$ cat src/rtl/dpram_fifo_ctrl_pkg.sv
`default_nettype none
// ============================================================================
// Module   : dpram_fifo_ctrl_pkg
// Purpose  : Shared sizing helpers for the dual-port-RAM FIFO controller.
// Revision : 1.0 - initial release
// ============================================================================
package dpram_fifo_ctrl_pkg;

  // Number of RAM words addressed by a widthad-bit address.
  function automatic int fifo_depth(input int widthad);
    return 2 ** widthad;
  endfunction

  // Occupancy counters must reach DEPTH (RAM) or DEPTH+1 (RAM + output
  // stage), so they need one bit more than the address.
  function automatic int level_width(input int widthad);
    return widthad + 1;
  endfunction

endpackage : dpram_fifo_ctrl_pkg
`default_nettype wire

$ cat src/rtl/dpram_fifo_ctrl_if.sv
`default_nettype none
// ============================================================================
// Module   : dpram_fifo_ctrl_if
// Purpose  : Stream-side bundle of the FIFO controller: write stream (s_*),
//            read stream (m_*) and the occupancy level.
//            slave  = controller view, master = user view.
// Revision : 1.0 - initial release
// ============================================================================
interface dpram_fifo_ctrl_if
  import dpram_fifo_ctrl_pkg::*;
#(
  parameter int width   = 8,
  parameter int widthad = 4
);

  logic [width-1:0]                   s_data;
  logic                               s_valid;
  logic                               s_ready;
  logic [width-1:0]                   m_data;
  logic                               m_valid;
  logic                               m_ready;
  logic [level_width(widthad)-1:0]    level;

  modport slave (
    input  s_data, s_valid, m_ready,
    output s_ready, m_data, m_valid, level
  );

  modport master (
    output s_data, s_valid, m_ready,
    input  s_ready, m_data, m_valid, level
  );

endinterface : dpram_fifo_ctrl_if
`default_nettype wire

$ cat src/rtl/dpram_fifo_ctrl_fifo_ptr.sv
`default_nettype none
// ============================================================================
// Module   : dpram_fifo_ctrl_fifo_ptr
// Purpose  : widthad-bit RAM address pointer; advances on inc and wraps
//            naturally from DEPTH-1 to 0.
// Revision : 1.0 - initial release
// ============================================================================
module dpram_fifo_ctrl_fifo_ptr #(
  parameter int widthad = 4
) (
  input  logic               clk,
  input  logic               rst,
  input  logic               inc,
  output logic [widthad-1:0] ptr
);

  logic [widthad-1:0] r_ptr;

  // Power-of-two depth: plain binary overflow gives the wrap for free.
  always_ff @(posedge clk or posedge rst) begin
    if (rst) begin
      r_ptr <= '0;
    end else if (inc) begin
      r_ptr <= r_ptr + 1'b1;
    end
  end

  assign ptr = r_ptr;

endmodule : dpram_fifo_ctrl_fifo_ptr
`default_nettype wire

$ cat src/rtl/dpram_fifo_ctrl.sv
`default_nettype none
// ============================================================================
// Module   : dpram_fifo_ctrl
// Purpose  : Show-ahead FIFO controller for an external simple dual-port RAM
//            with a 1-cycle registered read port. The RAM q register is the
//            output stage, so the controller holds no data flops.
// Options  : DPRAM_FIFO_CTRL_AFULL_EN - adds registered almost_full output
//            (level >= afull_thresh).
// Revision : 1.0 - initial release
// ============================================================================
module dpram_fifo_ctrl
  import dpram_fifo_ctrl_pkg::*;
#(
  parameter int width        = 8,
  parameter int widthad      = 4,
  parameter int afull_thresh = 2 ** widthad - 2
) (
  input  logic               clk,
  input  logic               rst,
  dpram_fifo_ctrl_if.slave   bus,
  output logic [widthad-1:0] ram_wraddress,
  output logic               ram_wren,
  output logic [width-1:0]   ram_data,
  output logic [widthad-1:0] ram_rdaddress,
  output logic               ram_rden,
  input  logic [width-1:0]   ram_q
`ifdef DPRAM_FIFO_CTRL_AFULL_EN
  ,
  output logic               almost_full
`endif
);

  localparam int              c_depth   = fifo_depth(widthad);
  localparam int              c_lw      = level_width(widthad);
  localparam logic [c_lw-1:0] c_depth_v = c_lw'(c_depth);

  logic               r_s_ready;
  logic               r_m_valid;
  logic [c_lw-1:0]    r_ram_cnt;
  logic [c_lw-1:0]    r_level;

  logic               w_wr;
  logic               w_rden;
  logic               w_m_valid_next;
  logic [c_lw-1:0]    w_ram_cnt_next;
  logic [c_lw-1:0]    w_level_next;
  logic [widthad-1:0] w_wr_ptr;
  logic [widthad-1:0] w_rd_ptr;

  // A write is a stream handshake; s_ready is registered, so a full FIFO
  // refuses for the whole cycle even if a pop frees a slot in it.
  assign w_wr = bus.s_valid && r_s_ready;

  // Only words already counted in r_ram_cnt are read, so a read can never
  // hit the address being written in the same cycle. The read fires when the
  // output register is empty or is being drained.
  assign w_rden = (r_ram_cnt != '0) && (!r_m_valid || bus.m_ready);

  // Output stage refills on a read, empties on a pop with no refill.
  assign w_m_valid_next = w_rden ? 1'b1 : (bus.m_ready ? 1'b0 : r_m_valid);

  // RAM word count: writes add, reads remove, both together cancel.
  always_comb begin
    w_ram_cnt_next = r_ram_cnt;
    case ({w_wr, w_rden})
      2'b10:   w_ram_cnt_next = r_ram_cnt + 1'b1;
      2'b01:   w_ram_cnt_next = r_ram_cnt - 1'b1;
      default: w_ram_cnt_next = r_ram_cnt;
    endcase
  end

  assign w_level_next = w_ram_cnt_next + {{(c_lw-1){1'b0}}, w_m_valid_next};

  // Control state; everything clears immediately on reset and the RAM
  // contents become unreachable stale data.
  always_ff @(posedge clk or posedge rst) begin
    if (rst) begin
      r_ram_cnt <= '0;
      r_m_valid <= 1'b0;
      r_s_ready <= 1'b0;
      r_level   <= '0;
    end else begin
      r_ram_cnt <= w_ram_cnt_next;
      r_m_valid <= w_m_valid_next;
      r_s_ready <= (w_ram_cnt_next != c_depth_v);
      r_level   <= w_level_next;
    end
  end

  dpram_fifo_ctrl_fifo_ptr #(.widthad(widthad)) u_wr_ptr (
    .clk (clk),
    .rst (rst),
    .inc (w_wr),
    .ptr (w_wr_ptr)
  );

  dpram_fifo_ctrl_fifo_ptr #(.widthad(widthad)) u_rd_ptr (
    .clk (clk),
    .rst (rst),
    .inc (w_rden),
    .ptr (w_rd_ptr)
  );

  assign ram_wren      = w_wr;
  assign ram_wraddress = w_wr_ptr;
  assign ram_data      = bus.s_data;
  assign ram_rden      = w_rden;
  assign ram_rdaddress = w_rd_ptr;

  assign bus.s_ready   = r_s_ready;
  assign bus.m_valid   = r_m_valid;
  assign bus.m_data    = ram_q;
  assign bus.level     = r_level;

`ifdef DPRAM_FIFO_CTRL_AFULL_EN
  localparam logic [c_lw-1:0] c_afull_v = c_lw'(afull_thresh);

  logic r_almost_full;

  // Flag tracks the registered level, so it is computed from the next level.
  always_ff @(posedge clk or posedge rst) begin
    if (rst) begin
      r_almost_full <= 1'b0;
    end else begin
      r_almost_full <= (w_level_next >= c_afull_v);
    end
  end

  assign almost_full = r_almost_full;
`else
  // Threshold has no consumer without the almost-full flag.
  logic [31:0] w_unused_afull_thresh;
  assign w_unused_afull_thresh = afull_thresh;
`endif

endmodule : dpram_fifo_ctrl
`default_nettype wire
$ cat src/flat_wrapper.sv
// flat-port wrapper written by rule: the top's interface ports become plain ports
module dpram_fifo_ctrl_flat import dpram_fifo_ctrl_pkg::*;
#(
  parameter int width        = 8,
  parameter int widthad      = 4,
  parameter int afull_thresh = 2 ** widthad - 2
)
  (clk, rst, ram_wraddress, ram_wren, ram_data, ram_rdaddress, ram_rden, ram_q, bus_s_data, bus_s_valid, bus_m_ready, bus_s_ready, bus_m_data, bus_m_valid, bus_level);
  dpram_fifo_ctrl_if #(.width(width), .widthad(widthad)) bus_i ();
  input  logic clk;
  input  logic rst;
  output logic [widthad-1:0] ram_wraddress;
  output logic ram_wren;
  output logic [width-1:0] ram_data;
  output logic [widthad-1:0] ram_rdaddress;
  output logic ram_rden;
  input  logic [width-1:0] ram_q;
  input wire logic [$bits(bus_i.s_data)-1:0] bus_s_data;
  input wire logic [$bits(bus_i.s_valid)-1:0] bus_s_valid;
  input wire logic [$bits(bus_i.m_ready)-1:0] bus_m_ready;
  output wire logic [$bits(bus_i.s_ready)-1:0] bus_s_ready;
  output wire logic [$bits(bus_i.m_data)-1:0] bus_m_data;
  output wire logic [$bits(bus_i.m_valid)-1:0] bus_m_valid;
  output wire logic [$bits(bus_i.level)-1:0] bus_level;
  assign bus_i.s_data = bus_s_data;
  assign bus_i.s_valid = bus_s_valid;
  assign bus_i.m_ready = bus_m_ready;
  assign bus_s_ready = bus_i.s_ready;
  assign bus_m_data = bus_i.m_data;
  assign bus_m_valid = bus_i.m_valid;
  assign bus_level = bus_i.level;
  dpram_fifo_ctrl #(.width(width), .widthad(widthad), .afull_thresh(afull_thresh)) u_core (.clk(clk), .rst(rst), .bus(bus_i), .ram_wraddress(ram_wraddress), .ram_wren(ram_wren), .ram_data(ram_data), .ram_rdaddress(ram_rdaddress), .ram_rden(ram_rden), .ram_q(ram_q));
endmodule
$ cat config.mk
export PLATFORM = sky130hd
export DESIGN_NAME = dpram_fifo_ctrl_flat
export DESIGN_NICKNAME = d
export VERILOG_FILES = /design/src/rtl/dpram_fifo_ctrl_pkg.sv /design/src/rtl/dpram_fifo_ctrl_if.sv /design/src/rtl/dpram_fifo_ctrl_fifo_ptr.sv /design/src/rtl/dpram_fifo_ctrl.sv /design/src/flat_wrapper.sv
export SDC_FILE = /design/constraint.sdc
export NUM_CORES = 1
export LEC_CHECK = 0
export BUFFER_PORTS_ARGS = -buffer_cell sky130_fd_sc_hd__buf_4
export CORE_AREA = 3 3 53 55
export DETAILED_ROUTE_END_ITERATION = 8
export DIE_AREA = 0 0 56 58
export PLACE_DENSITY = 0.86
export SLEW_MARGIN = 20
export SYNTH_ARGS = -nofsm -noshare
export SYNTH_HDL_FRONTEND = slang
export SYNTH_SLANG_ARGS = --single-unit
$ cat constraint.sdc
create_clock -name clk -period 5.2 [get_ports clk]
set_input_delay 0 -clock clk [delete_from_list [all_inputs] [get_ports clk]]
set_output_delay 0 -clock clk [all_outputs]
set_load 0.1 [all_outputs]
==> impl_metrics.json, run 1 <==
{
  "start_kind": "register",
  "crit_start": "u_core.r_ram_cnt[0]",
  "dieArea_sq_um": 3250,
  "finClkSkew_ns": 0.00122,
  "ys_seq_area_share_pct": 44.1,
  "drive_gt1_share_pct": 24.8,
  "slew_violations": 0,
  "clkTransAtPathRegs_ns": 0.10,
  "cp.required_ns": 5.38,
  "netlist_area_sq_um": 1140,
  "cp-end-kind": "register",
  "drt-total-wl_mm": 2.09,
  "highest-signal-layer": "met4",
  "antenna_found_initial": 0,
  "grt_max_degree": 21,
  "wl_met2_mm": 1.07,
  "wl_per_cell_um": 14.6,
  "slew_headroom_pct": 51.5,
  "path_max_fanout": 8,
  "nets": 143,
  "core_area_sq_um": 2430,
  "rsz0062_at_grt": "false",
  "synth_cell_types": 31,
  "hold_viol_final": 0,
  "hpwl_mm": 1.62,
  "cts_buffers": 3,
  "rows": 18,
  "cap_violations": 0,
  "clock-root-buffer": "clkbuf_4",
  "setup_viol": 0,
  "via_per_inst": 5.22,
  "ant_nets": 0,
  "synth_area_per_cell_sq_um": 10.9,
  "grt_pass1_vias": 759,
  "track_usage_pct": 13.6,
  "area_growth_pct": 10.2,
  "min_path_type": "in -> out",
  "pin_count": 53,
  "drt-met1-wl_um": 821,
  "clockBufferDepth": 2,
  "vias": 747,
  "die-height_um": 58,
  "ys_warn_count": 0,
  "syn_inst": 104,
  "portBuffers": 20,
  "dr.pass1.iters": 4,
  "met3_length_um": 166,
  "chipWidth_um": 56,
  "tightest_slew_ns": 0.726,
  "worstReg2RegStart": "u_core.r_ram_cnt[0]",
  "syn_nets": 133,
  "cts_tree": "done",
  "crit_type": "reg -> reg",
  "grt.overflow.total": 0,
  "post_cts_resize_count": 0,
  "fin_crit_sh_pct": 59.1,
  "cp.arrival_ns": 3.26,
  "synth_seq_cells": 20,
  "n_antenna_cell": 0,
  "hold_path.startpoint": "bus_s_data[0]",
  "place.gp.congestion": 0.745,
  "fmax_mhz": 326,
  "status": "finished clean",
  "clock_latency_ns": 0.30,
  "cts_htree_levels": 1,
  "tns_ns": 0,
  "drt_iter0_markers": 8,
  "start_util_pct": 46.7,
  "drc": 0,
  "numClockSinks": 20,
  "mostFrequentLayoutCells": "buf_4 (20), dfrtp_1 (20), inv_1 (8), xnor2_1 (8), ha_1 (8)",
  "grt_first_pass_wirelength_mm": 3.51,
  "fin_crit_ns": 3.07
}
## area by class of cell
class	count	area, sq um
Clock buffer	4	36.3
Tap cell	30	37.5
Inverter	8	30.0
Fill cell	211	1180
Sequential cell	20	500
Multi-Input combinational cell	59	478
Timing Repair Buffer	22	170
## metrics by stage
stage	cells	util [%]	area, sq um	hold slack, ns	setup WS, ns
floorplan	104	-	1140	-0.0362	1.41
global placement	137	49.2	1200	0.000681	2.24
detailed placement	137	49.2	1200	0.000681	2.16
CTS	143	51.5	1250	0.000681	2.13
global route	143	51.5	1250	0.000154	1.94
finish	143	51.5	1250	0.0000439	2.13
## flip-flops by register name (all words and copies together), names as in the netlist
signal and cells:
u_core.bus.level 5, u_core.bus.m_valid 1, u_core.bus.s_ready 1, u_core.u_wr_ptr.ptr 4, u_core.r_ram_cnt 5, u_core.u_rd_ptr.ptr 4
## worst max-delay path: stages, from the launching register on
cell	delay, ns
dfrtp_1	0.43
or4_1	0.52
nor2_1	0.16
a21oi_2	0.10
ha_1	0.31
ha_1	0.39
or4b_1	0.49
o311a_1	0.15
o311ai_2	0.10
o211ai_2	0.17
xnor2_1	0.16
## layer usage
metal	global-route usage, %	up-vias
met1	14.4	353
li1	-	359
met4	3.73	0
met3	4.68	6
met2	25.5	29
met5	0	-
## Yosys cell counts
| library cell | number | area (sq um) |
|---|---|---|
| or3_1 | 1 | 6.26 |
| nor4b_1 | 1 | 8.76 |
| buf_4 | 17 | 128 |
| xor2_1 | 3 | 26.3 |
| nor3b_1 | 2 | 15.0 |
| inv_1 | 8 | 30.0 |
| ha_1 | 8 | 100 |
| xnor2_1 | 8 | 70.1 |
| o311a_1 | 1 | 10.0 |
| dfrtp_1 | 20 | 500 |
| o21ai_0 | 1 | 5.00 |
| nand4_1 | 2 | 12.5 |
| a21oi_2 | 1 | 8.76 |
| o21ai_1 | 2 | 10.0 |
| nor2_1 | 3 | 11.3 |
| nor2b_1 | 1 | 6.26 |
| nor4_1 | 1 | 6.26 |
| fa_1 | 1 | 20.0 |
| mux2i_1 | 1 | 10.0 |
| mux2_2 | 1 | 11.3 |
| or2_1 | 1 | 6.26 |
| o22ai_1 | 1 | 6.26 |
| or4_1 | 1 | 7.51 |
| nand2_1 | 6 | 22.5 |
| nand3_1 | 5 | 25.0 |
| o311ai_2 | 1 | 16.3 |
| a211oi_1 | 1 | 7.51 |
| or4b_1 | 2 | 20.0 |
| a21oi_1 | 1 | 5.00 |
| o211ai_2 | 1 | 12.5 |
| mux2_1 | 1 | 11.3 |
## path summary, 6_finish.rpt
check / endpoint / slack (ns) / cells past startpoint
hold / removal: ram_data[0] / 0.00004 / 0
min in group asynchronous: u_core.bus.level[4] / 0.37 / 3
max in group asynchronous: u_core.r_ram_cnt[3] / 4.38 / 3
setup reg to reg: u_core.bus.level[4] / 2.13 / 10
setup / recovery: u_core.bus.level[4] / 2.13 / 10
hold reg to reg: u_core.u_rd_ptr.ptr[3] / 0.49 / 1
## kinds of logic after synthesis
kind of cell / synth area share, %
AND/OR/NAND/NOR: 13.0
buffers and inverters: 13.9
flip-flops: 44.1
XOR/XNOR: 8.48
AO/OA/AOI/OAI: 7.16
adder cells (fa/ha/maj): 10.6
multiplexers: 2.86
## timing repair
action,4_1_cts,5_1_grt
hold buffers,2,0
setup buffers,0,0
hold endpoints to repair,21,0
Power of run 1 is left out: the tool's default activity adds up to more than one toggle a clock period on the data nets, which glitch-free logic cannot reach.
==> run 2: changes to the inputs <==
CORE_AREA = 3 3 57 59   (was 3 3 53 55)
DIE_AREA = 0 0 60 62   (was 0 0 56 58)
PLACE_DENSITY = 0.79   (was 0.86)
clock period = 2.75 ns   (was 5.2 ns; I/O delays follow)
==> impl_metrics.json, run 2 (synthesized netlist as in run 1, its figures left out) <==
{
  "numClockSinks": 20,
  "cts_buffers": 3,
  "dr.pass1.iters": 4,
  "cts_tree": "done",
  "start_kind": "register",
  "rsz0062_at_grt": "true",
  "fin_crit_ns": 2.75,
  "clock_latency_ns": 0.31,
  "chipWidth_um": 60,
  "slew_headroom_pct": 51.6,
  "clock-root-buffer": "clkbuf_4",
  "met2_usage_pct": 23.5,
  "die-height_um": 62,
  "path_max_fanout": 8,
  "hold_viol_final": 0,
  "dp_slack_ns": 0.00492,
  "min_path_type": "in -> out",
  "nets": 153,
  "hpwl_mm": 1.64,
  "crit_type": "reg -> reg",
  "status": "finished, violations left",
  "grt_pass1_vias": 788,
  "whs_endpoint": "ram_data[3]",
  "drt-total-wl_mm": 2.30,
  "grt_first_pass_wirelength_mm": 3.73,
  "antenna_found_initial": 0,
  "setup_viol": 1,
  "violations": "negative setup slack",
  "tns_ns": -0.000750,
  "reg2reg_to": "u_core.bus.level[4]",
  "grt_util_met1_pct": 14.9,
  "vias": 810,
  "cap_violations": 0,
  "hold_path.startpoint": "bus_s_data[3]",
  "worstRegToRegCells": 10,
  "grt.overflow.total": 0,
  "dieArea_sq_um": 3720,
  "track_usage_pct": 13.1,
  "mostFrequentLayoutCells": "buf_4 (30), dfrtp_1 (19), inv_1 (8), xnor2_1 (8), nand2_1 (6)",
  "start_util_pct": 41.2,
  "clkTransAtPathRegs_ns": 0.12,
  "n_antenna_cell": 0,
  "drc": 0,
  "min_path_cells": 0,
  "fmax_mhz": 364,
  "drt_iter0_markers": 37,
  "setup_slack_ns": -0.000750,
  "rows": 19,
  "wl_per_cell_um": 15.0,
  "nFillCells": 235,
  "fin_util_pct": 51.6,
  "cp-end-kind": "register",
  "portBuffers": 20,
  "area_growth_pct": 25.3,
  "clockBufferDepth": 2,
  "cts_htree_levels": 1,
  "cp.required_ns": 2.96,
  "slew_violations": 0,
  "met3_usage_pct": 4.75,
  "tightest_slew_ns": 0.725,
  "core_area_sq_um": 2760,
  "via_per_inst": 5.26,
  "fin_crit_sh_pct": 100,
  "ant_nets": 0,
  "pin_count": 53,
  "finClkSkew_ns": 0.0135,
  "top_usage_layer": "met2",
  "final_common_cell": "buf_4",
  "drive_gt1_share_pct": 41.5,
  "reg2reg_slack_ns": -0.0007,
  "grt_max_degree": 21,
  "cp.arrival_ns": 2.96,
  "place.gp.congestion": 0.808,
  "worstReg2RegStart": "u_core.r_ram_cnt[3]"
}
## run 2: routing by layer
metal	wire length (um)	vias to the layer above
met2	1180	33
met5	0	-
met4	32	0
met3	169	8
li1	-	377
met1	921	392
## run 2: repair_timing
action	4_1_cts	5_1_grt
setup buffers	0	5
hold buffers	2	0
setup endpoints to repair	0	5
endpoints found under the hold margin	21	0
resized for setup	0	6
## run 2: cell type report
type                            instances  area [sq um]  area share [%]
Clock buffer                            3          22.5            1.58
Clock inverter                          1          30.0            2.11
Inverter                                8          30.0            2.11
Multi-Input combinational cell         59           553            38.8
Sequential cell                        20           504            35.4
Tap cell                               31          38.8            2.72
Timing Repair Buffer                   32           245            17.2
## run 2: stage by stage
| stage | hold slack, ns | instances | cell area (sq um) |
|---|---|---|---|
| floorplan | -0.0361 | 104 | 1190 |
| global placement | 0.000681 | 143 | 1290 |
| detailed placement | 0.000681 | 143 | 1290 |
| CTS | 0.000681 | 149 | 1360 |
| global route | 0.000145 | 154 | 1420 |
| finish | 0.0000386 | 154 | 1420 |
## run 2: worst max path at each step
stage,start,end,slack (ns),cells past startpoint
after floorplan,u_core.bus.m_valid,u_core.bus.level[4],-0.17,8
after global placement,u_core.r_ram_cnt[0],u_core.bus.level[4],0.08,10
after detailed placement,u_core.r_ram_cnt[0],u_core.bus.level[4],0.005,10
after CTS,u_core.r_ram_cnt[0],u_core.bus.level[4],0.007,10
after global routing,u_core.r_ram_cnt[3],u_core.bus.level[4],-0.13,10
final,u_core.r_ram_cnt[3],u_core.bus.level[4],-0.0007,10
## run 2: critical path, stage by stage, from the launching register on
cell and delay (ns):
dfrtp_1 0.39, or4_4 0.54, nor2_4 0.16, a21oi_4 0.06, ha_4 0.20, ha_4 0.26, or4b_4 0.48, o311a_1 0.15
o311ai_2 0.09, o211ai_2 0.16, xnor2_1 0.15
Power of run 2 is left out for the same reason.
==> run 3: changes to the inputs <==
CELL_PAD_IN_SITES_DETAIL_PLACEMENT = 0   (was unset)
CELL_PAD_IN_SITES_GLOBAL_PLACEMENT = 1   (was unset)
CORE_AREA = 3 3 66 68   (was 3 3 57 59)
DIE_AREA = 0 0 69 71   (was 0 0 60 62)
PLACE_DENSITY = 0.78   (was 0.79)
==> impl_metrics.json, run 3 (synthesized netlist as in run 1, its figures left out) <==
{
  "via_per_inst": 4.54,
  "cts_htree_levels": 1,
  "mostFrequentLayoutCells": "buf_4 (27), dfrtp_1 (19), inv_1 (8), xnor2_1 (8), nand2_1 (6)",
  "final_common_cell": "buf_4",
  "crit_top_cell": "ha_4",
  "cp_slowest_cell": "or4_4",
  "hpwl_mm": 1.69,
  "finalInstanceArea_sq_um": 1440,
  "clkTransAtPathRegs_ns": 0.08,
  "fin_crit_sh_pct": 98.6,
  "area_growth_pct": 26.8,
  "start_kind": "register",
  "track_usage_pct": 9.54,
  "drt_iter0_markers": 28,
  "drive_gt1_share_pct": 39.2,
  "reg2reg_to": "u_core.bus.level[4]",
  "dr.pass1.iters": 4,
  "cpPeakStageDelay_ns": 0.55,
  "place.gp.congestion": 0.842,
  "tightest_slew_ns": 0.737,
  "nFillCells": 403,
  "top_usage_layer": "met2",
  "ant_nets": 0,
  "stdcell_count": 170,
  "pin_count": 53,
  "cts_buffers": 3,
  "rsz0062_at_grt": "true",
  "tns_ns": 0,
  "crit_buf_inv": 0,
  "wl_per_cell_um": 12.9,
  "slew_headroom_pct": 50.8,
  "met3_usage_pct": 4.26,
  "clock_latency_ns": 0.26,
  "grt_util_met1_pct": 10.3,
  "start_util_pct": 29.0,
  "cp_top_family": "simple AND/OR/NAND/NOR gates",
  "fin_crit_ns": 2.71,
  "rows": 23,
  "antenna_found_initial": 0,
  "path_cells": "or4_4 > nor2_4 > a21oi_4 > ha_4 > ha_4 > or4b_4 > o311a_1 > o311ai_2 > o211ai_2 > xnor2_1",
  "cp.required_ns": 2.90,
  "nets": 150,
  "cts_tree": "done",
  "core_area_sq_um": 3910,
  "min_path_type": "in -> out",
  "timing.critical_path.to": "u_core.bus.level[4]",
  "hold_viol_final": 0,
  "slew_violations": 0,
  "cp-end-kind": "register",
  "cp.arrival_ns": 2.86,
  "clock-root-buffer": "clkbuf_8",
  "place_inst": 163,
  "worstRegToRegCells": 10,
  "crit_start": "u_core.r_ram_cnt[0]",
  "portBuffers": 20,
  "clockBufferDepth": 2,
  "drc": 0,
  "status": "finished clean",
  "grt_first_pass_wirelength_mm": 3.74,
  "numClockSinks": 20,
  "drt-total-wl_mm": 2.20,
  "worstReg2RegStart": "u_core.r_ram_cnt[0]",
  "finClkSkew_ns": 0.00322,
  "n_antenna_cell": 0,
  "min_path_cells": 0,
  "grt.overflow.total": 0,
  "crit_type": "reg -> reg",
  "fmax_mhz": 369,
  "dieArea_sq_um": 4900,
  "grt_max_degree": 21,
  "vias": 771,
  "fin_util_pct": 36.8,
  "grt_pass1_vias": 797,
  "worstSetupPathDepth": 10,
  "reg2reg_slack_ns": 0.04,
  "placedInstanceArea_sq_um": 1320,
  "path_max_fanout": 8,
  "die-height_um": 71,
  "met2_usage_pct": 16.4,
  "cap_violations": 0,
  "chipWidth_um": 69,
  "setup_viol": 0
}
-- run 3: cell types whose count changed in the layout (fill, tap and decap cells not counted), sizes merged --
cell,change
buf,-3
-- run 3: layout make-up --
| class | instances | area (sq um) | area share [%] |
|---|---|---|---|
| clock buffer | 3 | 41.3 | 2.87 |
| sequential | 20 | 504 | 35.0 |
| multi-input combinational | 59 | 549 | 38.1 |
| timing repair buffer | 29 | 223 | 15.5 |
| clock inverter | 1 | 30.0 | 2.09 |
| inverter | 8 | 30.0 | 2.09 |
| tap | 50 | 62.6 | 4.34 |
-- run 3: routing by layer --
metal  routed length, um  up-vias
met4                  25        0
met1                 839      373
li1                    -      371
met2                1150       25
met5                   0        -
met3                 190        2
-- run 3: worst min path at each step --
stage,start,to
finish,ram_q[7],bus_m_data[7]
global route,bus_s_data[1],ram_data[1]
CTS,bus_s_data[3],ram_data[3]
detailed placement,bus_s_data[3],ram_data[3]
global placement,bus_s_data[3],ram_data[3]
floorplan,rst,u_core.bus.level[0]
-- run 3: what timing repair did --
item | 4_1_cts | 5_1_grt
hold buffers | 2 | 0
hold endpoints to repair | 21 | 0
endpoints found under the setup margin | 0 | 3
setup buffers | 0 | 1
resized for setup | 0 | 5
-- run 3: per-stage QoR --
step / hold slack [ns] / setup slack [ns]
after floorplan: -0.0361 / -0.174
after global placement: 0.000681 / 0.0818
after detailed placement: 0.000681 / 0.0397
after CTS: 0.000681 / 0.0166
after global routing: 0.000141 / -0.0810
final: 0.0000439 / 0.0384
Power of run 3 is left out for the same reason.
